===== config.mk =====
export PLATFORM = sky130hd
export DESIGN_NAME = pc_sequencer
export DESIGN_NICKNAME = d
export VERILOG_FILES = /design/src/rtl/pc_sequencer_pkg.sv /design/src/rtl/pc_target_calc.sv /design/src/rtl/pc_sequencer.sv
export SDC_FILE = /design/constraint.sdc
export NUM_CORES = 1
export LEC_CHECK = 0
export CAP_MARGIN = 20
export CORE_ASPECT_RATIO = 0.8
export CORE_UTILIZATION = 45
export DETAILED_ROUTE_END_ITERATION = 12
export PLACE_DENSITY = 0.87
export SYNTH_ARGS = -nofsm -noshare
export SYNTH_HDL_FRONTEND = slang
export SYNTH_SLANG_ARGS = --single-unit

===== constraint.sdc =====
create_clock -name clk -period 2.02 [get_ports clk]
set_input_delay 0.202 -clock clk [delete_from_list [all_inputs] [get_ports clk]]
set_output_delay 0.202 -clock clk [all_outputs]
set_load 0.03 [all_outputs]

===== src/rtl/pc_sequencer_pkg.sv =====
// Shared types and constants for the fetch-PC sequencer.
package pc_sequencer_pkg;

  typedef enum logic [1:0] {
    PCS_RUN   = 2'd0,
    PCS_FLUSH = 2'd1,
    PCS_DRAIN = 2'd2,
    PCS_HALT  = 2'd3
  } pcs_state_e;

  localparam int unsigned PC_INC = 4;

endpackage


===== src/rtl/pc_target_calc.sv =====
// Redirect target adder: branch/JAL use pc+imm, JALR uses (rs1+imm) with bit 0 cleared.
module pc_target_calc #(
  parameter int XLEN = 32
) (
  input  logic            jalr,
  input  logic            branch,
  input  logic [XLEN-1:0] pc,
  input  logic [XLEN-1:0] imm,
  input  logic [XLEN-1:0] rs1,
  output logic [XLEN-1:0] target,
  output logic            misalign
);

  logic [XLEN-1:0] base;
  logic [XLEN-1:0] sum;

  assign base     = jalr ? rs1 : pc;
  assign sum      = base + imm;
  assign target   = jalr ? {sum[XLEN-1:1], 1'b0} : sum;
  // Only a taken redirect can fault; bit 1 set means not word aligned.
  assign misalign = branch & target[1];

endmodule


===== src/rtl/pc_sequencer.sv =====
// Owns the architectural fetch PC: sequential advance, branch redirect,
// FENCE drain-and-refetch, ECALL/EBREAK and misaligned-target halt with resume.
module pc_sequencer
  import pc_sequencer_pkg::*;
#(
  parameter int              XLEN         = 32,
  parameter logic [XLEN-1:0] RESET_PC     = '0,
  parameter int              FLUSH_CYCLES = 2
) (
  input  logic            clk,
  input  logic            rst_n,
  input  logic            stall_i,
  input  logic            ex_valid_i,
  input  logic            ex_branch_i,
  input  logic            ex_jalr_i,
  input  logic            ex_ecall_i,
  input  logic            ex_fence_i,
  input  logic [XLEN-1:0] ex_pc_i,
  input  logic [XLEN-1:0] ex_imm_i,
  input  logic [XLEN-1:0] ex_rs1_i,
  input  logic            mem_idle_i,
  input  logic            resume_i,
  output logic [XLEN-1:0] pc_o,
  output logic            if_valid_o,
  output logic            flush_o,
  output logic            halted_o,
  output logic            misalign_o,
  output logic [XLEN-1:0] epc_o,
  output logic [1:0]      state_o
);

  localparam int              CW       = $clog2(FLUSH_CYCLES) + 1;
  localparam logic [CW-1:0]   CNT_INIT = CW'(FLUSH_CYCLES - 1);
  localparam logic [XLEN-1:0] INC      = XLEN'(PC_INC);

  pcs_state_e      state, state_n;
  logic [XLEN-1:0] pc_q, pc_n;
  logic [XLEN-1:0] epc_q, epc_n;
  logic [CW-1:0]   cnt_q, cnt_n;
  logic            mis_q, mis_n;
  logic [XLEN-1:0] target;
  logic            tgt_mis;
  logic            accept;

  pc_target_calc #(.XLEN(XLEN)) u_target (
    .jalr     (ex_jalr_i),
    .branch   (ex_branch_i),
    .pc       (ex_pc_i),
    .imm      (ex_imm_i),
    .rs1      (ex_rs1_i),
    .target   (target),
    .misalign (tgt_mis)
  );

  // EX handshake: ex_valid_i is a qualifier with no back-pressure; an event is
  // consumed in exactly the cycle state==RUN and ex_valid_i=1, and dropped otherwise.
  assign accept = (state == PCS_RUN) && ex_valid_i;

  always_ff @(posedge clk or negedge rst_n) begin
    if (!rst_n) begin
      state <= PCS_RUN;
      pc_q  <= RESET_PC;
      epc_q <= '0;
      cnt_q <= '0;
      mis_q <= 1'b0;
    end else begin
      state <= state_n;
      pc_q  <= pc_n;
      epc_q <= epc_n;
      cnt_q <= cnt_n;
      mis_q <= mis_n;
    end
  end

  always_comb begin
    state_n = state;
    pc_n    = pc_q;
    epc_n   = epc_q;
    cnt_n   = cnt_q;
    mis_n   = mis_q;
    case (state)
      PCS_RUN: begin
        if (accept && ex_ecall_i) begin
          epc_n   = ex_pc_i;
          state_n = PCS_HALT;
        end else if (accept && tgt_mis) begin
          epc_n   = ex_pc_i;
          mis_n   = 1'b1;
          state_n = PCS_HALT;
        end else if (accept && ex_branch_i) begin
          pc_n    = target;
          cnt_n   = CNT_INIT;
          state_n = PCS_FLUSH;
        end else if (accept && ex_fence_i) begin
          epc_n   = ex_pc_i;
          state_n = PCS_DRAIN;
        end else if (!stall_i) begin
          pc_n = pc_q + INC;
        end
      end
      PCS_FLUSH: begin
        // Counter holds bubbles remaining after this one.
        pc_n = pc_q + INC;
        if (cnt_q == '0) state_n = PCS_RUN;
        else             cnt_n   = cnt_q - CW'(1);
      end
      PCS_DRAIN: begin
        if (mem_idle_i) begin
          pc_n    = epc_q + INC;
          cnt_n   = CNT_INIT;
          state_n = PCS_FLUSH;
        end
      end
      PCS_HALT: begin
        if (resume_i) begin
          pc_n    = epc_q + INC;
          mis_n   = 1'b0;
          cnt_n   = CNT_INIT;
          state_n = PCS_FLUSH;
        end
      end
      default: state_n = PCS_RUN;
    endcase
  end

  always_comb begin
    pc_o       = pc_q;
    epc_o      = epc_q;
    misalign_o = mis_q;
    if_valid_o = (state == PCS_RUN);
    halted_o   = (state == PCS_HALT);
    flush_o    = accept && (ex_ecall_i || ex_branch_i || ex_fence_i);
    state_o    = state;
  end

endmodule


==> summary.txt, run 1 <==
Synthesis
  – Share of flip-flops with an asynchronous set or reset: 100%
  – Synth Register Bits: 69
  – EDFF count, synth: 0
  – Biggest area consumer among synthesized cells: dfrtp_1
  – Synth warn: 0
  – Avg Inst Size Synth: 8.55 sq um
  – Most common cell in the synthesized netlist: nand2_1
  – Cell variety after synth: 78
  – Synth top cells by count: nand2_1 (73), dfrtp_1 (69), mux2_2 (63)
  – Synthesized area: 0.00633 sq mm
  – Ranking of synthesized cells by area: dfrtp_1 (27%), mux2_2 (11%), ha_1 (6.7%)
  – Yosys top cell area share: 27.3%
  – Post-Syn Instances: between 700 and 800
  – Most used DFF post-synth: dfrtp_1
  – Syn nets: 881
  – Sequential fraction of the synthesis area: 27.3%

Status
  – Tool error: [ERROR GRT-0232] Routing congestion too high. Check the congestion heatmap in the GUI.
  – Stage reached: 5_1_grt
  – Status: stopped before the end

Floorplanning
  – Initial Util: between 40% and 50%
  – DIE WIDTH: ~130 microns
  – Io pins: 176
  – DIE HEIGHT: ~110 microns
  – FP Rows: 38

Timing
  – GRT worst endpoint: pc_o[29]$_DFFE_PN0P_/D
  – Worst endpoint type: register input

Placement
  – DP Area: 0.00991 sq mm
  – PortBufs: 175
  – Placed wire-length estimate: 19100 microns
  – Dpl cells: 1261
  – GPL Wtd Cong: 1.00

Clocking
  – # H-tree levels: 3
  – Root Driver: clkbuf_16
  – CTS Buffer Depth: 2
  – Num CTS Buffers: 9
  – Num Clock Sinks: 69

Global route
  – Largest net degree at the start of global routing: 28
  – Grt total ovfl: 13
  – GRT Util Overall: 76.1%
[per-stage QoR]
step           hold slack [ps]  setup TNS, ps  setup WS [ps]
2_1_floorplan            -93.6         -28180           -693
3_3_place_gp               266         -65280          -1250
3_5_place_dp               266         -68550          -1350
4_1_cts                    237         -13940           -426
[timing repair]
item | in CTS
gates cloned | 7
gates resized for setup | 233
setup endpoints to repair | 68
pin swaps | 89
hold endpoints to repair | 22
setup buffers | 32
hold buffers | 1
[routing by layer]
metal  track usage, %  GRT overflow
met1             73.6             1
met2             92.4             4
met3             63.3             1
met4             78.1             7
met5             38.5             0
[cells by family after synthesis]
family	after synthesis	share of synthesized area (%)
XOR/XNOR	63	8.72
adder cells (fa/ha/maj)	35	7.04
multiplexers	68	12.1
flip-flops	69	27.3
AND/OR/NAND/NOR	240	19.0
AO/OA/AOI/OAI	204	21.9
buffers and inverters	61	3.97
==> inputs of run 2 (changes only) <==
CORE_ASPECT_RATIO = unset   (was 0.8)
CORE_UTILIZATION = 35   (was 45)
PLACE_DENSITY = unset   (was 0.87)
PLACE_DENSITY_LB_ADDON = 0.15   (was unset)
clock period = 2.63 ns   (was 2.02 ns; I/O delays follow)
==> summary.txt, run 2 <==
Critical path
  – Worst setup path class: primary input to flip-flop
  – Worst setup EP type: flip-flop
  – Critical Path RT: 2910 ps
  – Start point of the critical path: ex_jalr_i
  – CP Max Fanout: 7
  – Startpoint types: primary input
  – Worst path arrival time: 2910 ps
  – R2R Setup Slk: between 200 and 250 ps
  – Launching point of the worst reg2reg path: epc_o[4]

Routing
  – Drt drc: 0
  – Met2 routed WL: between 10000 and 15000 microns
  – Top sig layer: met4
  – Via-to-Cell Ratio: 5.41
  – Total vias in the final route: approximately 7000
  – Total Wirelength: 22900 microns
  – Wl on met1: 10800 microns
  – DRT iter0 DRCs: 323
  – WL per Instance: between 15 and 20 microns
  – Metal3 WL: 1050 microns
  – Routed Antenna Nets: 0
  – Pre-antenna DRT Iters: 5

Synthesis
  – Synthesized area: 0.00633 sq mm (unchanged)
  – Avg Inst Size Synth: 8.55 sq um (unchanged)
  – Syn nets: 881 (unchanged)
  – Share of flip-flops with an asynchronous set or reset: 100% (unchanged)
  – EDFF count, synth: 0 (unchanged)
  – Most used DFF post-synth: dfrtp_1
  – Sequential fraction of the synthesis area: 27.3% (unchanged)
  – Synth warn: 0 (unchanged)
  – Cell variety after synth: 78 (unchanged)
  – Most common cell in the synthesized netlist: nand2_1
  – Ranking of synthesized cells by area: dfrtp_1 (27%), mux2_2 (11%), ha_1 (6.7%)
  – Post-Syn Instances: 740 (unchanged)
  – Synth top cells by count: nand2_1 (73), dfrtp_1 (69), mux2_2 (63)
  – Biggest area consumer among synthesized cells: dfrtp_1
  – Yosys top cell area share: 27.3% (unchanged)
  – Synth Register Bits: 69 (unchanged)

Clocking
  – Clock latency on the worst-skew pair: 350 ps
  – Clk slew on worst S/H paths: 60 ps
  – CTS tree: done
  – CTS Buffer Depth: 2 (unchanged)
  – Num Clock Sinks: 69 (unchanged)
  – Num CTS Buffers: 9 (unchanged)
  – # H-tree levels: 3 (unchanged)
  – Root Driver: clkbuf_16

Placement
  – PortBufs: 175 (unchanged)
  – Placed wire-length estimate: 17500 microns (-8.7%)
  – Post-Place Worst Slack: -521 ps (+831 ps)
  – DP Area: 0.00948 sq mm (-4.4%)
  – Dpl cells: 1250 (-0.87%)
  – GPL Wtd Cong: 0.877 (-13%)

Timing
  – Fmax: 380 MHz
  – Final worst-path cycle share: 100%
  – Final Hold Fails: 0
  – Max-slew headroom: between 60% and 70%
  – Final period demand of the worst path: 2630 ps
  – Worst slew pin tran: approximately 500 ps
  – RSZ-0062 raised after global routing: true
  – Final setup margin: around 1.3 ps
  – Final setup vio count: 0
  – Max Transition Viols Final: 0
  – Post-route setup TNS: 0 ps
  – Worst clock skew: 10.4 ps

Global route
  – Grt total ovfl: 0
  – First-pass GRT wire length: 35000 microns
  – Largest net degree at the start of global routing: 70
  – Vias in the first global route: 6677
  – GRT Util Overall: 24.4%
  – Initial antenna violation count: 0

Pwr
  – Power density over the cells: 940 mW/mm^2
  – Leakage power: 4.41 nW
  – Total chip power: 0.00994 W
  – Peak VDD IR: 0.000611 V

Worst hold path
  – Hold/Removal Path Class: primary input to flip-flop
  – Hold_sp: ex_pc_i[8]

Finish
  – Layout cell share with drive strength beyond 1: 32.8%
  – Final std cells w/o fill: 1280
  – Final instance area: between 0.01 and 0.015 sq mm
  – Layout area overhead: 66.9%
  – Commonest non-fill, non-tap cell in the layout: clkdlybuf4s50_1
  – Ant. Diodes: 0
  – Layout Nets: 1192
  – Most frequent cells in the layout: clkdlybuf4s50_1 (155), buf_4 (141), dfrtp_1 (69)

Floorplanning
  – Core area: approximately 0.017 sq mm
  – Initial Util: 36.2% (-10 points)
  – Total Die Area: roughly 0.019 sq mm
  – DIE HEIGHT: 136 microns (+26%)
  – FP Rows: 48 (+26%)
  – DIE WIDTH: 136 microns (+1.4%)
  – Io pins: 176 (unchanged)

Status
  – Status: complete, no violations

Run
  – Max cap viols: 0
## run 2: per-layer routing
metal	vias to the layer above	track usage, %
met1	3341	33.7
li1	3384	-
met2	177	39.2
met3	21	3.77
met4	0	6.30
met5	-	0
## run 2: final timing paths
check,endpoint,depth (start not counted)
worst max register to register,pc_o[29],8
max in group asynchronous,pc_o[4],3
worst min-delay path,epc_o[8],2
worst max-delay path,pc_o[29],13
min in group asynchronous,epc_o[10],3
worst min register to register,cnt_q[1],2
## run 2: power by group
part / internal [W] / switching (W) / leakage [nW]
clock network: 0.000880 / 0.000508 / 0.159
logic: 0.00290 / 0.00334 / 3.41
registers: 0.00159 / 0.000708 / 0.839
## run 2: logic make-up (layout without fill, tap and decap cells)
logic type / Yosys count / count (layout) / synth area share, %
compound gates: 204 / 204 / 21.9
xor+xnor: 63 / 63 / 8.72
fa+ha+maj: 35 / 35 / 7.04
buf+inv: 61 / 376 / 3.97
flops: 69 / 69 / 27.3
mux: 68 / 68 / 12.1
simple gates: 240 / 240 / 19.0
## run 2: repair_timing
item,4_1_cts,5_1_grt
setup endpoints to repair,11,19
resized for setup,24,98
pin swaps,16,58
buffers inserted,2,11
hold buffers,1,0
cloned,0,1
hold endpoints to repair,69,0
## run 2: final cells by class
class	instances	area, sq um
fillers	1528	6910
multi-input cells	610	5020
repair buffers	333	3110
flip-flops and latches	69	1730
well taps	225	282
clock buffers	12	256
inverters	28	105
clock inverters	3	68.8
## run 2: critical path: stages
cell      delay [ps]
buf_12           100
buf_12           130
mux2i_4          240
inv_2             60
ha_4             260
a21oi_2           60
nand4b_1         280
a21oi_4          280
o211ai_1         190
and3b_2          300
nor4_4           280
mux2_4           330
o21ai_2          120
## run 2: per-stage QoR
step / hold WS, ps / util, %
after global routing: 190 / 60.5
after global placement: 325 / 54.3
after detailed placement: 328 / 54.3
after floorplan: -32.6 / -
final: 189 / 60.5
after CTS: 301 / 57.0
Note: power is estimated with default switching activity, not from simulation.
==> inputs of run 3 (changes only) <==
CTS_CLUSTER_SIZE = 8   (was unset)
clock period = 3.4 ns   (was 2.63 ns; I/O delays follow)
==> summary.txt, run 3 (same netlist as run 2, synthesis figures left out) <==
Critical path
  – Start point of the critical path: ex_pc_i[1]
  – R2R Setup Slk: 620 ps (+390 ps)
  – CP dominant cell by count: o21ai_1
  – Worst reg-to-reg path cell count: 8 (unchanged)
  – Crit-path cells: clkdlybuf4s50_1 > mux2i_1 > inv_1 > ha_1 > a21oi_1 > nand4b_1 > a21oi_1 > o21ai_1 > o21ai_1 > xor2_1 > a221oi_2 > o21ai_1
  – Max stage delay on crit path: 450 ps (+120 ps)
  – Launching point of the worst reg2reg path: epc_o[8]
  – Delay-heaviest family, CP: compound AO/OA/AOI/OAI gates
  – Slowest-stage cell, CP: a21oi_1
  – Critical Path RT: 3630 ps (+720 ps)
  – RR Endpoint: pc_o[25]
  – Worst path arrival time: 3190 ps (+280 ps)
  – Worst setup EP type: flip-flop
  – Worst setup path class: primary input to flip-flop
  – CP Max Fanout: 4 (-3)
  – Startpoint types: primary input
  – Buffer and inverter count on the worst path: 2 (-1)

Finish
  – Layout area overhead: 39.5%
  – Most frequent cells in the layout: clkdlybuf4s50_1 (173), nand2_1 (73), dfrtp_1 (69)
  – Layout Nets: 1071 (-10%)
  – Commonest non-fill, non-tap cell in the layout: clkdlybuf4s50_1
  – Final std cells w/o fill: 1159 (-9.5%)
  – Ant. Diodes: 0 (unchanged)
  – Layout cell share with drive strength beyond 1: 16.2% (-17 points)

Clocking
  – Root Driver: clkbuf_16
  – Hold_buf cts: 0 (-1)
  – # H-tree levels: 3 (unchanged)
  – Post-CTS setup buffers: 0 (-2)
  – CTS tree: done
  – CTS Buffer Depth: 2 (unchanged)
  – Num Clock Sinks: 69 (unchanged)
  – Clock latency on the worst-skew pair: 350 ps (about the same)
  – Clk slew on worst S/H paths: 60 ps (about the same)
  – Num CTS Buffers: 9 (unchanged)
  – Post-CTS resize count: 0 (-100%)

Timing
  – Worst clock skew: 5.96 ps (-4.49 ps)
  – WHS: 140 ps (-48.3 ps)
  – Final period demand of the worst path: 2960 ps
  – Max-slew headroom: 36.3% (-30 points)
  – Max Transition Viols Final: 0 (unchanged)
  – Worst slew pin tran: 955 ps (+457 ps)
  – Final setup vio count: 0 (unchanged)
  – Final Hold Fails: 0 (unchanged)
  – Fmax: roughly 340 MHz
  – RSZ-0062 raised after global routing: false
  – Final setup margin: 441 ps (+440 ps)
  – Post-route setup TNS: 0 ps (unchanged)
  – Final worst-path cycle share: between 80 and 90%

Routing
  – Drt drc: 0 (unchanged)
  – Via-to-Cell Ratio: 5.48 (+1.3%)
  – Pre-antenna DRT Iters: 5 (unchanged)
  – Total Wirelength: 20800 microns (-8.8%)
  – WL per Instance: 18.0 microns (+0.67%)
  – Routed Antenna Nets: 0 (unchanged)
  – DRT iter0 DRCs: 416 (+29%)
  – Total vias in the final route: 6351 (-8.3%)

Floorplanning
  – Initial Util: 36.2% (unchanged)
  – DIE HEIGHT: 136 microns (unchanged)
  – FP Rows: 48 (unchanged)
  – Core area: 0.0175 sq mm (unchanged)
  – Io pins: 176 (unchanged)
  – DIE WIDTH: 136 microns (unchanged)
  – Total Die Area: 0.0186 sq mm (unchanged)

Global route
  – Grt total ovfl: 0 (unchanged)
  – Initial antenna violation count: 0 (unchanged)
  – First-pass GRT wire length: 33100 microns (-5.4%)
  – GRT Util Overall: 23.2% (-1.2 points)
  – Largest net degree at the start of global routing: 70 (unchanged)
  – Vias in the first global route: 6161 (-7.7%)

Worst hold path
  – Hold/Removal Path Class: primary input to asynchronous set/reset pin

Pwr
  – Leakage power: 3.48 nW (-21%)
  – Total chip power: 0.00698 W (-30%)
  – Peak VDD IR: 0.000463 V (-24%)
  – Power density over the cells: 790 mW/mm^2 (-16%)

Placement
  – GPL Wtd Cong: 0.878 (about the same)
  – Placed wire-length estimate: 16400 microns (-6.1%)
  – Dpl cells: 1144 (-8.5%)
  – PortBufs: 175 (unchanged)
  – Post-Place Worst Slack: 96.1 ps (+617 ps)

Status
  – Status: complete, no violations

Run
  – Max cap viols: 0 (unchanged)
run 3: changes by cell type in the layout (fill, tap and decap cells not counted), moves of 6 or more:
cell             delta
buf_4             -105
ha_1               +22
ha_4               -20
clkdlybuf4s50_1    +18
dlymetal6s2s_1     -16
a21oi_1            +15
buf_6               -9
mux2_2              +9
mux2_4              -9
a21oi_2             -8
a21oi_4             -7
nand2_1             +6
o21ai_2             -6
run 3: worst max-delay path by stage:
stage	to	slack [ps]	depth (start not counted)
after floorplan	pc_o[25]	120	15
after detailed placement	pc_o[27]	100	12
final	pc_o[27]	440	12
after global routing	pc_o[30]	180	12
after global placement	pc_o[29]	140	11
after CTS	pc_o[27]	460	12
run 3: metrics by stage:
stage / utilization [%] / instance area [sq um]
floorplan: - / 6330
detailed placement: 48.8 / 8530
global placement: 48.8 / 8530
global route: 50.5 / 8830
CTS: 50.5 / 8830
finish: 50.5 / 8830
run 3: layout make-up:
| cell class | instances | area [sq um] |
|---|---|---|
| flip-flops and latches | 69 | 1730 |
| inverters | 28 | 105 |
| fillers | 1658 | 8650 |
| multi-input cells | 610 | 4370 |
| clock inverters | 1 | 30.0 |
| repair buffers | 212 | 2050 |
| clock buffers | 14 | 264 |
| well taps | 225 | 282 |
run 3: worst reg2reg max path: stages (launching register included):
cell       delay, ps
dfrtp_1          490
and4_1           270
nand3_2          190
nor4_1           700
nand3_1          170
xor2_1           240
nor2_1            60
a2111oi_0        410
nand3_1          110
run 3: power breakdown:
part	internal, W	switching (W)	total (W)
Clock	0.000605	0.000369	0.000974
Sequential	0.00123	0.000680	0.00191
Combinational	0.00184	0.00226	0.00409
run 3: layer usage:
| layer | routed length, microns | vias to the layer above | GRT usage (%) |
|---|---|---|---|
| met1 | 9580 | 2978 | 31.6 |
| met4 | 290 | 0 | 6.11 |
| li1 | - | 3147 | - |
| met3 | 1310 | 20 | 4.70 |
| met2 | 9660 | 206 | 37.1 |
| met5 | 0 | - | 0 |
